--- config.mk ---
export PLATFORM = sky130hd
export DESIGN_NAME = stopwatch_bcd_1hz
export DESIGN_NICKNAME = d
export VERILOG_FILES = /design/src/rtl/stopwatch_pkg.sv /design/src/rtl/stopwatch_bcd_1hz_btn_sync_edge.sv /design/src/rtl/stopwatch_bcd_1hz.sv
export SDC_FILE = /design/constraint.sdc
export NUM_CORES = 1
export LEC_CHECK = 0
export ABC_AREA = 0
export BUFFER_PORTS_ARGS = -buffer_cell sky130_fd_sc_hd__clkbuf_2
export CORE_MARGIN = 2
export CORE_UTILIZATION = 30
export CTS_BUF_LIST = sky130_fd_sc_hd__clkbuf_4 sky130_fd_sc_hd__clkbuf_8
export CTS_CLUSTER_DIAMETER = 40
export DETAILED_ROUTE_END_ITERATION = 10
export HOLD_SLACK_MARGIN = 0.02
export PLACE_DENSITY = 0.47
export SLEW_MARGIN = 15
export SYNTH_ARGS = -nofsm -noshare
export SYNTH_HDL_FRONTEND = slang
export SYNTH_HIERARCHICAL = 1
export SYNTH_SLANG_ARGS = --single-unit
--- constraint.sdc ---
create_clock -name BOARD_CLK -period 2.94 [get_ports BOARD_CLK]
set_input_delay 0.294 -clock BOARD_CLK [delete_from_list [all_inputs] [get_ports BOARD_CLK]]
set_output_delay 0.294 -clock BOARD_CLK [all_outputs]
set_load 0.02 [all_outputs]
--- src/rtl/stopwatch_pkg.sv ---
// Shared types, digit limits and the BCD mm:ss increment used by the stopwatch.
package stopwatch_pkg;

    localparam int BCD_W = 4;
    localparam logic [BCD_W-1:0] SEC_TENS_MAX = 4'd5;
    localparam logic [BCD_W-1:0] DIGIT_MAX    = 4'd9;

    typedef enum logic [1:0] {
        S_IDLE,
        S_RUN,
        S_PAUSE
    } state_t;

    // One BCD digit per field; packing order matches {min_bcd, sec_bcd}.
    typedef struct packed {
        logic [BCD_W-1:0] min_tens;
        logic [BCD_W-1:0] min_units;
        logic [BCD_W-1:0] sec_tens;
        logic [BCD_W-1:0] sec_units;
    } mmss_t;

    // Advance a time by one second; minutes wrap silently to 00 after min_limit.
    function automatic mmss_t mmss_inc(input mmss_t t, input logic [2*BCD_W-1:0] min_limit);
        mmss_t r;
        // NOTE: blocking assignments are correct here because this is pure combinational
        // evaluation; only clocked state uses non-blocking assignments.
        r = t;
        if (t.sec_units != DIGIT_MAX) begin
            r.sec_units = t.sec_units + 4'd1;
        end else begin
            r.sec_units = '0;
            if (t.sec_tens != SEC_TENS_MAX) begin
                r.sec_tens = t.sec_tens + 4'd1;
            end else begin
                r.sec_tens = '0;
                if ({t.min_tens, t.min_units} == min_limit) begin
                    r.min_tens  = '0;
                    r.min_units = '0;
                end else if (t.min_units != DIGIT_MAX) begin
                    r.min_units = t.min_units + 4'd1;
                end else begin
                    r.min_units = '0;
                    r.min_tens  = t.min_tens + 4'd1;
                end
            end
        end
        return r;
    endfunction

endpackage

--- src/rtl/stopwatch_bcd_1hz_btn_sync_edge.sv ---
// Raw push-button synchroniser followed by a registered rising-edge detector.
// A level held since reset never produces a pulse: an edge is only reported once
// the previous synchronised sample came from a real pin sample, not the reset value.
module btn_sync_edge #(
    parameter int SYNC_STAGES = 2
) (
    input  logic BOARD_CLK,
    input  logic BOARD_RST,
    input  logic btn_raw,
    output logic btn_rise
);

    logic [SYNC_STAGES-1:0] sync_q;
    logic [SYNC_STAGES-1:0] valid_q;
    logic                   prev_q;
    logic                   prev_valid_q;

    // Shift the pin through the synchroniser and emit a one-cycle pulse on a real 0->1.
    always_ff @(posedge BOARD_CLK or posedge BOARD_RST) begin
        if (BOARD_RST) begin
            sync_q       <= '0;
            valid_q      <= '0;
            prev_q       <= 1'b0;
            prev_valid_q <= 1'b0;
            btn_rise     <= 1'b0;
        end else begin
            sync_q       <= {sync_q[SYNC_STAGES-2:0], btn_raw};
            valid_q      <= {valid_q[SYNC_STAGES-2:0], 1'b1};
            prev_q       <= sync_q[SYNC_STAGES-1];
            prev_valid_q <= valid_q[SYNC_STAGES-1];
            btn_rise     <= sync_q[SYNC_STAGES-1] & ~prev_q & prev_valid_q;
        end
    end

endmodule

--- src/rtl/stopwatch_bcd_1hz.sv ---
// BCD mm:ss stopwatch driven by a 1 Hz strobe, with start/stop, clear and lap-hold buttons.
module stopwatch_bcd_1hz
    import stopwatch_pkg::*;
#(
    parameter int         SYNC_STAGES = 2,
    parameter logic [7:0] MIN_LIMIT   = 8'h99
) (
    input  logic       BOARD_CLK,
    input  logic       BOARD_RST,
    input  logic       tick_1hz,
    input  logic       BTN_START,
    input  logic       BTN_CLEAR,
    input  logic       BTN_LAP,
    output logic [7:0] sec_bcd,
    output logic [7:0] min_bcd,
    output logic       running,
    output logic       lap_active,
    output logic [7:0] BOARD_LEDS
);

    logic   start_p, clear_p, lap_p;
    state_t state_q, state_d;
    mmss_t  cnt_q, cnt_d;
    mmss_t  cap_q, cap_d;
    mmss_t  view_d;
    logic   lap_q, lap_d;
    logic   adv;

    btn_sync_edge #(.SYNC_STAGES(SYNC_STAGES)) u_start (
        .BOARD_CLK (BOARD_CLK),
        .BOARD_RST (BOARD_RST),
        .btn_raw   (BTN_START),
        .btn_rise  (start_p)
    );

    btn_sync_edge #(.SYNC_STAGES(SYNC_STAGES)) u_clear (
        .BOARD_CLK (BOARD_CLK),
        .BOARD_RST (BOARD_RST),
        .btn_raw   (BTN_CLEAR),
        .btn_rise  (clear_p)
    );

    btn_sync_edge #(.SYNC_STAGES(SYNC_STAGES)) u_lap (
        .BOARD_CLK (BOARD_CLK),
        .BOARD_RST (BOARD_RST),
        .btn_raw   (BTN_LAP),
        .btn_rise  (lap_p)
    );

    // Next state, count, lap flag and capture; clear overrides everything else.
    always_comb begin
        // NOTE: every variable gets a default first so no path leaves it unassigned
        // (which would infer a latch).
        state_d = state_q;
        cnt_d   = cnt_q;
        cap_d   = cap_q;
        lap_d   = lap_q;
        adv     = tick_1hz && (state_q == S_RUN) && !clear_p;

        if (adv) begin
            cnt_d = mmss_inc(cnt_q, MIN_LIMIT);
        end

        if (clear_p) begin
            state_d = S_IDLE;
            cnt_d   = '0;
            lap_d   = 1'b0;
        end else begin
            if (start_p) begin
                case (state_q)
                    S_IDLE:  state_d = S_RUN;
                    S_RUN:   state_d = S_PAUSE;
                    S_PAUSE: state_d = S_RUN;
                    default: state_d = S_IDLE;
                endcase
            end
            // Capture includes the advance applied at this same edge.
            if (lap_p && (state_q != S_IDLE)) begin
                lap_d = !lap_q;
                if (!lap_q) begin
                    cap_d = cnt_d;
                end
            end
        end

        view_d = lap_d ? cap_d : cnt_d;
    end

    // Register state, count, capture and the outputs derived from their next values.
    always_ff @(posedge BOARD_CLK or posedge BOARD_RST) begin
        if (BOARD_RST) begin
            state_q    <= S_IDLE;
            cnt_q      <= '0;
            cap_q      <= '0;
            lap_q      <= 1'b0;
            sec_bcd    <= '0;
            min_bcd    <= '0;
            running    <= 1'b0;
            lap_active <= 1'b0;
        end else begin
            state_q    <= state_d;
            cnt_q      <= cnt_d;
            cap_q      <= cap_d;
            lap_q      <= lap_d;
            sec_bcd    <= {view_d.sec_tens, view_d.sec_units};
            min_bcd    <= {view_d.min_tens, view_d.min_units};
            running    <= (state_d == S_RUN);
            lap_active <= lap_d;
        end
    end

    assign BOARD_LEDS = sec_bcd;

endmodule

==> results of run 1 <==
## layer usage
layer	vias up	GRT usage (%)	routed length, um
met3	11	3.93	189
li1	930	-	-
met4	0	5.47	139
met5	-	0	0
met1	911	14.5	2480
met2	25	16.8	2480
## worst max-delay path by stage
stage,end,slack (ns),cells past startpoint
floorplan,min_bcd[7]$_DFF_PP0_,1.29,5
global placement,min_bcd[3]$_DFF_PP0_,1.01,5
detailed placement,min_bcd[3]$_DFF_PP0_,0.98,5
CTS,min_bcd[3]$_DFF_PP0_,0.96,5
global route,min_bcd[3]$_DFF_PP0_,0.83,5
finish,min_bcd[3]$_DFF_PP0_,0.97,5
## where the power goes
group | internal, mW | switching (mW) | total, mW | leakage, nW
Combinational | 0.252 | 0.420 | 0.671 | 0.586
Clock | 0.422 | 0.371 | 0.793 | 0.0987
Sequential | 1.24 | 0.145 | 1.38 | 0.916
Total | 1.91 | 0.936 | 2.85 | 1.60
## cell type report
type / count / area share (%)
Sequential cell: 73 / 53.5
Multi-Input combinational cell: 156 / 28.6
Timing Repair Buffer: 37 / 6.30
Tap cell: 133 / 4.88
Clock buffer: 11 / 4.25
Clock inverter: 5 / 1.61
Inverter: 8 / 0.880
## worst max-delay path: cells and delay by family (launching register included)
family	cells	cell delay [ns]
simple gates	3	1.03
buf+inv	1	0.20
compound gates	1	0.26
flops	1	0.38
## Yosys cell counts (all sizes together), types with 2 or more instances
master / instances
dfrtp: 73
a21oi: 19
buf: 12
a31oi: 5
or3: 2
nand3: 4
nor2b: 5
and3b: 5
a31o: 2
and4bb: 2
o21ai: 5
a211oi: 11
mux2i: 6
conb: 3
clkbuf: 8
nand4: 5
nand2b: 2
and3: 2
ha: 4
inv: 8
xnor2: 4
a311oi: 5
nor3: 2
nor2: 50
nand2: 3
## registers in the layout (all words and copies together), names as in the netlist, 2 cells and up
name and cells:
min_bcd 8, u_clear/sync_q 2, state_q 2, cnt_q 16, u_start/sync_q 2, u_lap/sync_q 2, u_lap/valid_q 2, u_clear/valid_q 2
cap_q 16, BOARD_LEDS 8, u_start/valid_q 2
## per-stage QoR
| step | setup slack (ns) | area (sq um) |
|---|---|---|
| after floorplan | 1.29 | 2940 |
| after global routing | 0.835 | 3410 |
| after detailed placement | 0.977 | 3200 |
| after global placement | 1.01 | 3200 |
| final | 0.965 | 3410 |
| after CTS | 0.958 | 3410 |
## cells by family (layout without fill, tap and decap cells)
kind of cell	Yosys count	after routing	synth area share [%]
adder cells (fa/ha/maj)	4	4	1.70
other	3	3	0.383
multiplexers	6	6	2.04
flip-flops	73	73	62.1
AO/OA/AOI/OAI	48	48	10.3
AND/OR/NAND/NOR	90	90	17.1
XOR/XNOR	5	5	1.49
buffers and inverters	28	61	4.89
==> run metrics, run 1 <==
CTS root buf=clkbuf_8; Post-CTS Setup Bufs=0; RSZ-0062 raised after global routing=false; fin nets=between 200 and 300; DRC=0; vias per inst=around 4.4; Post-Syn Nets=267; initial antenna violation count=0; pin count of the biggest net entering global routing=53; fin crit period=1.97 ns; first-pass GRT wire length=8850 um; grt total ovfl=0; Max Root-Sink Buffers=2; Fin. Hold Viols=0; Worst-path clk slew=0.08 ns; CTS tree=built; crit-path max cell delay=0.44 ns; row cnt=36; register area=1830 sq um; Routed WL=5290 um; setup_tns=0 ns; initial core utilization=a little under a third; routed length per instance=12.5 um; layout cells sized above 1=22.1%; clk_lat worst skew=approximately 0.34 ns; Finished Layout Cells=423; hold slack final=0.0514 ns; Max VDD drop=0.331 mV; Highest Clock Rate=506 MHz; power after layout=2.85 mW; antenna cells=0; most common cell after layout, fill and taps aside=dfrtp_1; Slew @ Worst Pin=~0.65 ns; Cell Area, Synth=2940 sq um; Lkg Pwr=roughly 1.6 nW; Synth Area per Inst=11.4 sq um; Req. time, crit path=about 3.2 ns; Die H=103 um; area grow syn2layout=16.1%; Hold Path Class=input pin to flip-flop; Setup CP Type=flip-flop to flip-flop; CP arrival=2.23 ns; maxcap violations=0; chip width=103 um; filler cell count in the final layout=990; Antenna Nets Post-Route=0; FFs w/ async S/R, synth=100%; Slew Viols, Final=0; worst hold start=BTN_CLEAR; Worst Reg-to-Reg Cells=5; First-pass DRT Iterations=4; final core occ=a little over a third; Core ar.=9640 sq um; FF-to-FF End=min_bcd[3]$_DFF_PP0_; CP Capture Type=flip-flop; hpwl dp=3450 um; Boundary Pins=32; vias in the first global route=1830; GPL Wtd Cong=0.696; register area share after synthesis=62.1%; crit path from=u_clear/btn_rise$_DFF_PP0_; crit start category=flip-flop; CTS sink cnt=73; Setup Skew=0.00953 ns; H-tree depth=3; worst r2r src=u_clear/btn_rise$_DFF_PP0_; Syn Inst Count=between 200 and 300; commonest cells after routing, fill and taps aside=dfrtp_1, nor2_1, clkbuf_2; slowest CP cell=or3_1; vias post-DR=1877; GRT Total Usage=roughly 11%; Starting DRT DRC Count=65; worst-path cell chain=buf_4, and4bb_4, nand4_4, or3_1, a311oi_1; hold path depth=1; distinct cell type count after synthesis=42; post-cts sizing count=0; Hold EP=u_clear/sync_q[0]$_DFF_PP0_; placed cell count=406; period utilization=67.2%; Post-synth EDFFs=0; Pwr Density=between 800 and 900 nW/um^2; cell taking the most area after synthesis=dfrtp_1; Relative slew margins=56.6%; Die Area=10600 sq um; area of the multi-input gates=975 sq um; YS warnings=6; TritonCTS Buffers=9; worst-path fanout max=20; largest cells by area after synthesis=dfrtp_1, nor2_1, a21oi_1; Setup-failing EPs final=0; ys flop type=dfrtp_1; Yosys top cell area share=~62%; Port Buffers=31; flops & latches, synth=73; status=finished clean; FF-to-FF setup slack=0.97 ns; hold buffers post-CTS=1
Power figures use the tool's default switching activity.
==> inputs of run 2 (changes only) <==
- clock period: 2.94 -> 2 ns (I/O delays scaled with it)
==> run metrics, run 2 (same netlist as run 1, synthesis figures left out) <==
Max VDD drop=0.378 mV (was 0.331 mV); clk_lat worst skew=0.35 ns (was 0.34 ns); area grow syn2layout=17.4% (was 16.1%); layout cells sized above 1=22.1% (about the same); Lkg Pwr=1.62 nW (was 1.60 nW); CTS sink cnt=73 (unchanged); worst-path cell chain=nor3b_4, nand4_1, or3_4, a311oi_1 (was buf_4, and4bb_4, nand4_4, or3_1, a311oi_1); CTS root buf=clkbuf_8 (unchanged); period utilization=89.1% (was 67.2%); Fin. Hold Viols=0 (unchanged); Die H=103 um (unchanged); Setup-failing EPs final=0 (unchanged); registers with the most flip-flops=cap_q (16), cnt_q (16) (unchanged); worst-path fanout max=6 (was 20); FF-to-FF setup slack=0.22 ns (was 0.97 ns); RSZ-0062 raised after global routing=false (unchanged); Comb pwr share=24.8% (was 23.6%); worst r2r src=cnt_q[1]$_DFF_PP0_ (was u_clear/btn_rise$_DFF_PP0_); Highest Clock Rate=561 MHz (was 506 MHz); Switching Share=33.9% (was 32.9%); Critical Path Stages=4 (was 5); initial antenna violation count=0 (unchanged); hold slack final=0.353 ns (was 0.0514 ns); antenna cells=0 (unchanged); pin count of the biggest net entering global routing=53 (unchanged); pre-CTS setup slack=0.214 ns (was 0.977 ns); grt total ovfl=0 (unchanged); CTS tree=built (unchanged); maxcap violations=0 (unchanged); clock share of power=28.1% (was 27.9%); FF-to-FF End=min_bcd[7]$_DFF_PP0_ (was min_bcd[3]$_DFF_PP0_); Max Root-Sink Buffers=2 (unchanged); placed cell count=407 (was 406); Port Buffers=31 (unchanged); post-cts sizing count=0 (unchanged); power after layout=4.23 mW (was 2.85 mW); H-tree depth=3 (unchanged); Top delay family on crit path=simple AND/OR/NAND/NOR gates (unchanged); Die Area=10600 sq um (unchanged); routed length per instance=12.6 um (was 12.5 um); Starting DRT DRC Count=51 (was 65); hpwl dp=3420 um (was 3450 um); Setup CP Type=flip-flop to flip-flop (unchanged); First-pass DRT Iterations=4 (unchanged); row cnt=36 (unchanged); initial core utilization=30.5% (unchanged); hold path depth=0 (was 1); Hold EP=u_lap/prev_valid_q$_DFF_PP0_ (was u_clear/sync_q[0]$_DFF_PP0_); Slew Viols, Final=0 (unchanged); WP buf/inv=0 (was 1); first-pass GRT wire length=9140 um (was 8850 um); crit-path max cell delay=0.45 ns (was 0.44 ns); crit path from=cnt_q[1]$_DFF_PP0_ (was u_clear/btn_rise$_DFF_PP0_); worst hold start=u_lap/valid_q[1]$_DFF_PP0_ (was BTN_CLEAR); fin nets=299 (was 295); P_sw=1.44 mW (was 936 uW); setup_tns=0 ns (unchanged); vias post-DR=1912 (was 1877); Worst Reg-to-Reg Cells=4 (was 5); internal power=2.80 mW (was 1.91 mW); design area=3450 sq um (was 3410 sq um); TritonCTS Buffers=9 (unchanged); crit start category=flip-flop (unchanged); area of the multi-input gates=975 sq um (unchanged); Setup Skew=0.00845 ns (was 0.00953 ns); Finished Layout Cells=427 (was 423); register area=1830 sq um (unchanged); filler cell count in the final layout=967 (was 990); Worst-path clk slew=0.08 ns (about the same); Pwr Density=1230 nW/um^2 (was 834 nW/um^2); Core ar.=9640 sq um (unchanged); GRT Total Usage=11.6% (was 11.2%); most common cell after layout, fill and taps aside=dfrtp_1 (unchanged); final worst-path setup slack=0.217 ns (was 0.965 ns); status=finished clean (unchanged); Req. time, crit path=2.25 ns (was 3.19 ns); CP arrival=2.03 ns (was 2.23 ns); Boundary Pins=32 (unchanged); Routed WL=5390 um (was 5290 um); commonest cells after routing, fill and taps aside=dfrtp_1, nor2_1, clkbuf_2 (unchanged); vias per inst=4.48 (was 4.44); vias in the first global route=1865 (was 1830); DP Area=3210 sq um (was 3200 sq um); sequential share of power=47.1% (was 48.5%); Hold Path Class=flip-flop to flip-flop (was input pin to flip-flop); GPL Wtd Cong=0.783 (was 0.696); fin crit period=1.78 ns (was 1.97 ns); chip width=103 um (unchanged); slowest CP cell=dfrtp_1 (was or3_1); final core occ=35.8% (was 35.4%); CP Capture Type=flip-flop (unchanged); Antenna Nets Post-Route=0 (unchanged); DRC=0 (unchanged)
-- run 2: cell count changes in the layout (fill, tap and decap cells not counted), sizes merged --
cell | previous run | this run
buf | 5 | 6
inv | 8 | 11
dlygate4sd3 | 1 | 4
clkbuf | 42 | 40
clkinvlp | 2 | 1
-- run 2: per-layer routing --
layer | GRT usage [%] | up-vias | share of wire, %
li1 | - | 937 | -
met1 | 15.5 | 931 | 50
met2 | 16.6 | 32 | 44
met3 | 3.39 | 12 | 3.1
met4 | 6.98 | 0 | 2.9
met5 | 0 | - | 0
-- run 2: repair_timing --
| item | in CTS | in global routing |
|---|---|---|
| hold endpoints to repair | 76 | 0 |
| hold buffers | 4 | 0 |
| setup buffers | 0 | 0 |
-- run 2: final cells by class --
cell class,count,area share (%)
multi-input combinational,156,28.2
clock inverter,7,2.25
sequential,73,52.9
timing repair buffer,41,7.32
tap,133,4.82
clock buffer,9,3.59
inverter,8,0.870
-- run 2: worst max path at each step --
stage | end | slack [ns]
final | min_bcd[7]$_DFF_PP0_ | 0.22
after global routing | min_bcd[7]$_DFF_PP0_ | 0.06
after CTS | min_bcd[7]$_DFF_PP0_ | 0.19
after detailed placement | min_bcd[7]$_DFF_PP0_ | 0.21
after global placement | min_bcd[7]$_DFF_PP0_ | 0.26
after floorplan | min_bcd[7]$_DFF_PP0_ | 0.35
-- run 2: power groups by stage --
stage                     sequential, mW  clock, mW  combinational, mW
after global routing                2.05       1.31               1.18
after CTS                           2.00       1.24               1.07
after detailed placement            2.03          0               1.06
after global placement              2.01          0               1.05
after floorplan                     2.16          0              0.665
final                               1.99       1.19               1.05
-- run 2: worst register-to-register path, cell delays in order, from the launching register on --
cell and delay (ns):
dfrtp_1 0.45, nor3b_4 0.35, nand4_1 0.18, or3_4 0.40, a311oi_1 0.29
==> inputs of run 3 (changes only) <==
- RECOVER_POWER: default -> 50
==> run metrics, run 3 (same netlist as run 1, synthesis figures left out) <==
status=finished clean (unchanged); period utilization=89.1% (about the same); CP Capture Type=flip-flop (unchanged); H-tree depth=3 (unchanged); TritonCTS Buffers=9 (unchanged); Setup Skew=0.00845 ns (about the same); Slew @ Worst Pin=1.18 ns; Max VDD drop=0.379 mV (was 0.378 mV); Setup-failing EPs final=0 (unchanged); CTS sink cnt=73 (unchanged); hold slack final=0.354 ns (was 0.353 ns); Max Root-Sink Buffers=2 (unchanged); Fin. Hold Viols=0 (unchanged); GPL Wtd Cong=0.783 (unchanged); Pwr Density=1230 nW/um^2 (about the same); placed cell count=407 (unchanged); Die Area=10600 sq um (unchanged); setup_tns=0 ns (unchanged); post-cts sizing count=0 (unchanged); Req. time, crit path=2.25 ns (about the same); fin crit period=1.78 ns (about the same); Core ar.=9640 sq um (unchanged); Hold Path Class=flip-flop to flip-flop (unchanged); Antenna Nets Post-Route=0 (unchanged); Routed WL=5400 um (was 5390 um); Highest Clock Rate=561 MHz (about the same); routed length per instance=12.7 um (was 12.6 um); commonest cells after routing, fill and taps aside=dfrtp_1, nor2_1, clkbuf_2 (unchanged); clk_lat worst skew=0.35 ns (about the same); RSZ-0062 raised after global routing=false (unchanged); first-pass GRT wire length=9140 um (unchanged); crit start category=flip-flop (unchanged); Setup CP Type=flip-flop to flip-flop (unchanged); Starting DRT DRC Count=51 (unchanged); CTS root buf=clkbuf_8 (unchanged); hold buffers post-CTS=4 (unchanged); fin nets=299 (unchanged); vias post-DR=1915 (was 1912); Boundary Pins=32 (unchanged); power after layout=4.23 mW (about the same); Finished Layout Cells=427 (unchanged); pin count of the biggest net entering global routing=53 (unchanged); filler cell count in the final layout=970 (was 967); row cnt=36 (unchanged); maxcap violations=0 (unchanged); hpwl dp=3420 um (unchanged); Port Buffers=31 (unchanged); GRT Total Usage=11.6% (unchanged); most common cell after layout, fill and taps aside=dfrtp_1 (unchanged); First-pass DRT Iterations=4 (unchanged); Post-CTS Setup Bufs=0 (unchanged); vias in the first global route=1865 (unchanged); final core occ=35.6% (was 35.8%); registers with the most flip-flops=cap_q (16), cnt_q (16) (unchanged); CTS tree=built (unchanged); chip width=103 um (unchanged); initial antenna violation count=0 (unchanged); layout cells sized above 1=21.4% (was 22.1%); antenna cells=0 (unchanged); Die H=103 um (unchanged); CP arrival=2.03 ns (about the same); grt total ovfl=0 (unchanged); Worst-path clk slew=0.08 ns (about the same); worst-path fanout max=6 (unchanged); DRC=0 (unchanged); Relative slew margins=21.1%; area grow syn2layout=16.9% (was 17.4%); Lkg Pwr=1.61 nW (was 1.62 nW); Slew Viols, Final=0 (unchanged); vias per inst=4.48 (about the same); initial core utilization=30.5% (unchanged)
[run 3: cell count changes in the layout (fill, tap and decap cells not counted), sizes merged]
cell / previous run / this run
clkinv: 2 / 3
inv: 11 / 10
[run 3: area by class of cell]
class	instances	area, sq um	area share (%)
clock buffer	9	124	3.61
clock inverter	7	77.6	2.26
inverter	8	30.0	0.874
multi-input combinational	156	975	28.4
sequential	73	1830	53.2
tap	133	166	4.84
timing repair buffer	41	236	6.88
[run 3: power breakdown]
part	total [mW]	internal [mW]	switching, mW
registers	1.99	1.82	0.176
clock network	1.19	0.589	0.601
logic	1.05	0.388	0.659
[run 3: per-layer routing]
metal,global-route usage [%],wire (um),vias up
met1,15.5,2690,934
met2,16.6,2390,32
met4,6.98,157,0
met3,3.39,169,12
met5,0,0,-
li1,-,-,937
[run 3: final timing paths]
path / from / end / slack [ns] / depth (start not counted)
worst max-delay path: cnt_q[1]$_DFF_PP0_ / min_bcd[7]$_DFF_PP0_ / 0.22 / 4
worst min-delay path: u_lap/valid_q[1]$_DFF_PP0_ / u_lap/prev_valid_q$_DFF_PP0_ / 0.35 / 0
worst max register to register: cnt_q[1]$_DFF_PP0_ / min_bcd[7]$_DFF_PP0_ / 0.22 / 4
worst min register to register: u_lap/valid_q[1]$_DFF_PP0_ / u_lap/prev_valid_q$_DFF_PP0_ / 0.35 / 0
max in group asynchronous: BOARD_RST / cnt_q[10]$_DFF_PP0_ / 0.44 / 4
min in group asynchronous: BOARD_RST / u_start/sync_q[0]$_DFF_PP0_ / 0.38 / 3
[run 3: worst max-delay path: stages, from the launching register on]
cell and delay (ns):
dfrtp_1 0.45, nor3b_4 0.35, nand4_1 0.18, or3_4 0.40, a311oi_1 0.29
[run 3: metrics by stage]
step / setup slack (ns) / area (sq um)
5_1_grt: 0.0576 / 3440
2_1_floorplan: 0.353 / 2940
4_1_cts: 0.194 / 3450
3_5_place_dp: 0.214 / 3210
3_3_place_gp: 0.259 / 3210
6_report: 0.217 / 3440
